File: src/rtl/psd_square.sv
// Sequential unsigned squarer: xin*xin by shift-and-add, one multiplier bit per clock.
// A start/stop handshake latches the operand and loads the result register.
module psd_square #(
    parameter int NBITS = 16
) (
    input  logic                 clock,
    input  logic                 reset,
    input  logic                 start,
    input  logic                 stop,
    input  logic [NBITS-1:0]     xin,
    output logic [2*NBITS-1:0]   sq,
    output logic                 busy,
    output logic                 done
);

    localparam int CNTW = (NBITS > 1) ? $clog2(NBITS) : 1;
    localparam logic [CNTW-1:0] LAST = CNTW'(NBITS - 1);

    typedef enum logic [1:0] {
        IDLE = 2'd0,
        RUN  = 2'd1,
        DONE = 2'd2
    } state_t;

    state_t               state_reg, state_next;
    logic [2*NBITS-1:0]   areg_reg;
    logic [NBITS-1:0]     mreg_reg;
    logic [2*NBITS-1:0]   acc_reg;
    logic [CNTW-1:0]      cnt_reg;
    logic [2*NBITS-1:0]   sq_reg;

    always_ff @(posedge clock) begin
        if (reset) begin
            state_reg <= IDLE;
        end else begin
            state_reg <= state_next;
        end
    end

    // A start in any state (re)launches; the last iteration edge moves to DONE.
    always_comb begin
        state_next = state_reg;
        if (start) begin
            state_next = RUN;
        end else if (state_reg == RUN && cnt_reg == LAST) begin
            state_next = DONE;
        end
    end

    always_ff @(posedge clock) begin
        if (reset) begin
            sq_reg   <= '0;
            acc_reg  <= '0;
            areg_reg <= '0;
            mreg_reg <= '0;
            cnt_reg  <= '0;
        end else begin
            // Stop captures the accumulator as it was before this edge.
            if (stop) begin
                sq_reg <= acc_reg;
            end
            if (start) begin
                areg_reg <= {{NBITS{1'b0}}, xin};
                mreg_reg <= xin;
                acc_reg  <= '0;
                cnt_reg  <= '0;
            end else if (state_reg == RUN) begin
                if (mreg_reg[0]) begin
                    acc_reg <= acc_reg + areg_reg;
                end
                areg_reg <= areg_reg << 1;
                mreg_reg <= mreg_reg >> 1;
                cnt_reg  <= cnt_reg + CNTW'(1);
            end
        end
    end

    assign sq   = sq_reg;
    assign busy = (state_reg == RUN);
    assign done = (state_reg == DONE);

endmodule
File: config.mk
export PLATFORM = sky130hd
export DESIGN_NAME = psd_square
export DESIGN_NICKNAME = d
export VERILOG_FILES = /design/src/rtl/psd_square.sv
export SDC_FILE = /design/constraint.sdc
export NUM_CORES = 1
export LEC_CHECK = 0
export CAP_MARGIN = 20
export CORE_MARGIN = 2
export CORE_UTILIZATION = 35
export CTS_CLUSTER_DIAMETER = 30
export DETAILED_ROUTE_END_ITERATION = 16
export PLACE_DENSITY = 0.57
export SETUP_SLACK_MARGIN = 0.3
export SLEW_MARGIN = 20
export SYNTH_ARGS = -nofsm -noshare
export SYNTH_HDL_FRONTEND = slang
export SYNTH_SLANG_ARGS = --single-unit
File: constraint.sdc
create_clock -name clock -period 3.5 [get_ports clock]
set_input_delay 0.7 -clock clock [delete_from_list [all_inputs] [get_ports clock]]
set_output_delay 0.7 -clock clock [all_outputs]
set_load 0.01 [all_outputs]
* After elaboration in Yosys (flattened, before gate mapping) *
Index checks and enable logic that the tools add are counted.

storage, ports and cells
  output and inout bits = 34
  register bits after elaboration = 118
  logic and storage cells = 24

cells by class
  multiplexer cells = 6
  reduce and logical (&&, ||, !) cells = 5
  equal/unequal tests = 3
  $add $sub $neg = 2

operator list
  kind                   number
  $mux W16               4
  $add A32 B32 Y32       1
  $add A4 B1 Y4 const B  1
  $eq A4 B4 Y1 const B   1
  $reduce_bool A2 Y1     2
  $eq A2 B1 Y1 const B   1
  $eq A2 B2 Y1 const B   1
  $mux W1                2
  $reduce_and A2 Y1      1
  $reduce_or A2 Y1       1
  $logic_and A1 B1 Y1    1

* Depth between registers and ports, before layout *
  word-level depth = 4
  mapped depth = 10
  gate-level depth less buffers = 10

* Least setup slack after synthesis *
No wires, ideal clock.

  path type = reg2reg
  from = register areg_reg[0]
  to = register acc_reg[24]
  arrival time = 2.376 ns
  stages on the path, launching flop included = 11
  path slack = 1.006 ns
  path buffers = 0
  data required time = 3.383 ns
  period minus slack after synthesis = 2.494 ns
  cells stage by stage = dfxtp_1 > ha_1 > fa_1 > a21oi_1 > o211ai_1 > and2_1 > o21ai_4 > a31oi_2 > and2_1 > o31a_1 > a32o_1

on the way
  word-level cells in the longest chain between the ends = 1

ends and longest elaborated chain
  element                 line  text
  start, declared         26    logic [2*NBITS-1:0] areg_reg;
  start signal, assigned  63    areg_reg <= {{NBITS{1'b0}}, xin};
  start signal, assigned  71    areg_reg <= areg_reg << 1;
  $add A32 B32 Y32        69    acc_reg <= acc_reg + areg_reg;
  end signal, assigned    69
  end, declared           28    logic [2*NBITS-1:0] acc_reg;

No other way between the ends.
A chain may end at the register's enable or synchronous reset.

* Worst setup path in the final report *
  from = register areg_reg[0]
  to = register acc_reg[16]

Same word-level chain as after synthesis.

==> impl_metrics.csv <==
group,metric,value,unit
timing,fin_tns_setup,0,ps
synth,synthXorXnorAreaFrac,0.0402,
floorplanning,die_area,0.0179,mm^2
timing,hold_viol,0,
drt,via_per_inst,5.16,
timing,report.final.slew_viol_count,0,
timing,relSlewSlack,0.297,
grt,antenna_found_initial,0,
timing,fmax,0.358,GHz
floorplanning,core,0.0165,mm^2
clock_network,postCtsSetupRepairBufs,0,
hold_path,hold_path_startpoint,"areg_reg[22]",
hold_path,min_path_cells,2,
power_and_ir_drop,peakVddDrop,0.299,mV
timing,setup_viol,0,
synth,synth_seq_area_share,0.401,
critical_path,critPathMaxFanout,3,
placed_design,post-dp-hpwl,10100,um
synth,synth_flop_cell,"dfxtp_1",
clock_network,numClockSinks,118,
synth,synth_adder_area_share,0.0714,
placed_design,pre_cts_slack,740,ps
floorplanning,rows,47,
timing,clock_skew,8.11,ps
grt,grt_overflow,0,
synth,synth_cells,708,
synth,yosysWarnings,0,
grt,grt_pass1_vias,4988,
clock_network,h-tree-depth,4,
placed_design,place.gp.congestion,0.905,
power_and_ir_drop,leakage,0.00289,uW
final_layout,diodes,0,
drt,first_pass_iters,5,
clock_network,cts_hold_buf,0,
synth,yosysUniqueCellTypes,60,
drt,drc,0,
power_and_ir_drop,p_per_area,454,mW/mm^2
drt,wl_per_cell,15.1,um
timing,tightest_slew,1060,ps
clock_network,cts_root_buf,"clkbuf_16",
floorplanning,die_w,134,um
synth,syn_nets,761,
grt,gr-usage-all-layers,0.171,
drt,postRouteAntennaNets,0,
critical_path,worstPathArrival,3150,ps
critical_path,rrSetupSlack,710,ps
synth,synth-compound-area-share,0.215,
hold_path,whs_endpoint,"areg_reg[23]",
drt,drt-total-wl,14800,um
floorplanning,ioPinCount,54,
timing,rsz0062_at_grt,"false",
synth,synthSimpleGateAreaFrac,0.186,
final_layout,area.growth.synth_to_final,21.5,%
critical_path,required,3850,ps
clock_network,cts_tree,"done",
clock_network,clk_latency,410,ps
critical_path,r2r-start,"areg_reg[0]",
synth,yosys.area.top_type,"dfxtp_1",
grt,grt_start_max_net_pins,53,
final_layout,finalNetCount,802,
drt,initialDrtViolationCount,254,
synth,syn-cell-area,0.00589,mm^2
synth,syn_avg_cell_area,8.32,um^2
synth,synth_edf_count,0,
synth,synthTopCellsByArea,"dfxtp_1 40%, nand2_1 9.6%, ha_1 6.8%, mux2i_1 5.4%, a21oi_1 4.9%",
synth,synth_top_family_by_area,"compound AO/OA/AOI/OAI gates",
clock_network,clk_pin_slew,50,ps
timing,hold_ws,472,ps
critical_path,end_kind,"register",
synth,synth.area.mux_share,0.0544,
status,outcome,"completed",
hold_path,min_path_type,"reg -> reg",
final_layout,drive_gt1_frac,0.0672,
synth,yosys_register_bits,118,
placed_design,port_buffers,53,
floorplanning,initial_core_util,0.356,
clock_network,ctsResizeCount,0,
timing,worst_slack,706,ps
critical_path,reg2regPathDepth,10,
critical_path,startpoint_type,"register",
synth,yosysMostFrequentCell,"nand2_1",
floorplanning,die_y,134,um
synth,yosys.area.top_type_share,0.401,
grt,grt_pass1_wl,24500,um
run,drv_cap,0,
clock_network,clockBufferDepth,2,
critical_path,r2r-end,"acc_reg[16]",
drt,num_vias,5050,
timing,finalCritPeriodShare,0.798,
timing,min_period,2790,ps
critical_path,path_class,"reg -> reg",
clock_network,numCtsBuffers,17,
synth,synth_common_cells,"150 x nand2_1, 118 x dfxtp_1, 58 x a21oi_1",
synth,async_flop_share,0,
[through the flow]
stage,utilization,area [um^2],cells,total power [uW]
global placement,0.399,6600,950,1630
detailed placement,0.399,6600,950,1640
floorplan,-,5890,708,1570
CTS,0.433,7150,979,3290
finish,0.433,7150,979,3250
global route,0.433,7150,979,3370
[metal layers]
layer | routed length (um) | part of all wire | track usage | vias up
li1 | - | - | - | 2579
met4 | 301 | 0.020 | 0.0774 | 0
met1 | 7110 | 0.48 | 0.219 | 2358
met5 | 0 | 0 | 0 | -
met3 | 443 | 0.030 | 0.0381 | 22
met2 | 6900 | 0.47 | 0.277 | 91
[power by group]
| part | internal [uW] | switching [uW] |
|---|---|---|
| Sequential | 1380 | 22.4 |
| Clock | 1050 | 580 |
| Combinational | 80.3 | 133 |
[layout make-up]
class | instances | area (um^2)
inverters | 9 | 33.8
well taps | 220 | 275
fillers | 1612 | 9370
multi-input cells | 541 | 3340
repair buffers | 62 | 588
clock inverters | 4 | 45.0
flip-flops and latches | 118 | 2360
clock buffers | 25 | 505
[kinds of logic (layout without fill, tap and decap cells)]
logic type / after synthesis / after routing
XOR/XNOR: 27 / 27
multiplexers: 32 / 32
flip-flops: 118 / 118
AND/OR/NAND/NOR: 256 / 256
AO/OA/AOI/OAI: 193 / 193
adder cells (fa/ha/maj): 33 / 33
buffers and inverters: 49 / 100
[placed cells by master, fill, tap and decap left out, types with 3 or more instances in the layout]
master | synthesis | final
clkinv_2 | 0 | 3
a211oi_1 | 3 | 3
nand4_1 | 5 | 5
xor2_1 | 11 | 11
o21ai_0 | 23 | 23
and3_1 | 6 | 6
mux2i_1 | 32 | 32
o21a_1 | 4 | 4
o21ai_1 | 6 | 6
a21oi_1 | 58 | 58
buf_4 | 0 | 9
nand3_1 | 15 | 15
clkdlybuf4s50_1 | 0 | 51
dfxtp_1 | 118 | 118
ha_1 | 32 | 32
nor2b_1 | 3 | 3
clkbuf_16 | 0 | 17
clkbuf_8 | 0 | 5
o211ai_1 | 3 | 3
clkbuf_1 | 34 | 3
and2_1 | 5 | 5
nand2_1 | 150 | 150
inv_1 | 8 | 8
a21o_1 | 19 | 19
a31oi_1 | 34 | 34
xnor2_1 | 16 | 16
o21bai_1 | 15 | 15
nor2_1 | 54 | 54
[worst max path at each step]
stage | from | end | slack [ps] | cells after the start
finish | areg_reg[0] | acc_reg[16] | 710 | 10
global route | areg_reg[0] | acc_reg[16] | 480 | 10
CTS | areg_reg[0] | acc_reg[16] | 740 | 10
detailed placement | start | acc_reg[28] | 740 | 4
global placement | start | acc_reg[28] | 790 | 4
floorplan | areg_reg[0] | acc_reg[24] | 1010 | 10
[worst max-delay path, cell delays in order, from the launching register on]
cell,delay [ps]
dfxtp_1,330
ha_1,240
fa_1,420
a21oi_1,240
o211ai_1,170
and2_1,220
nor3b_2,200
o31ai_1,140
a21o_1,220
a2111oi_0,400
nand3b_1,160
Power figures use the tool's default switching activity.
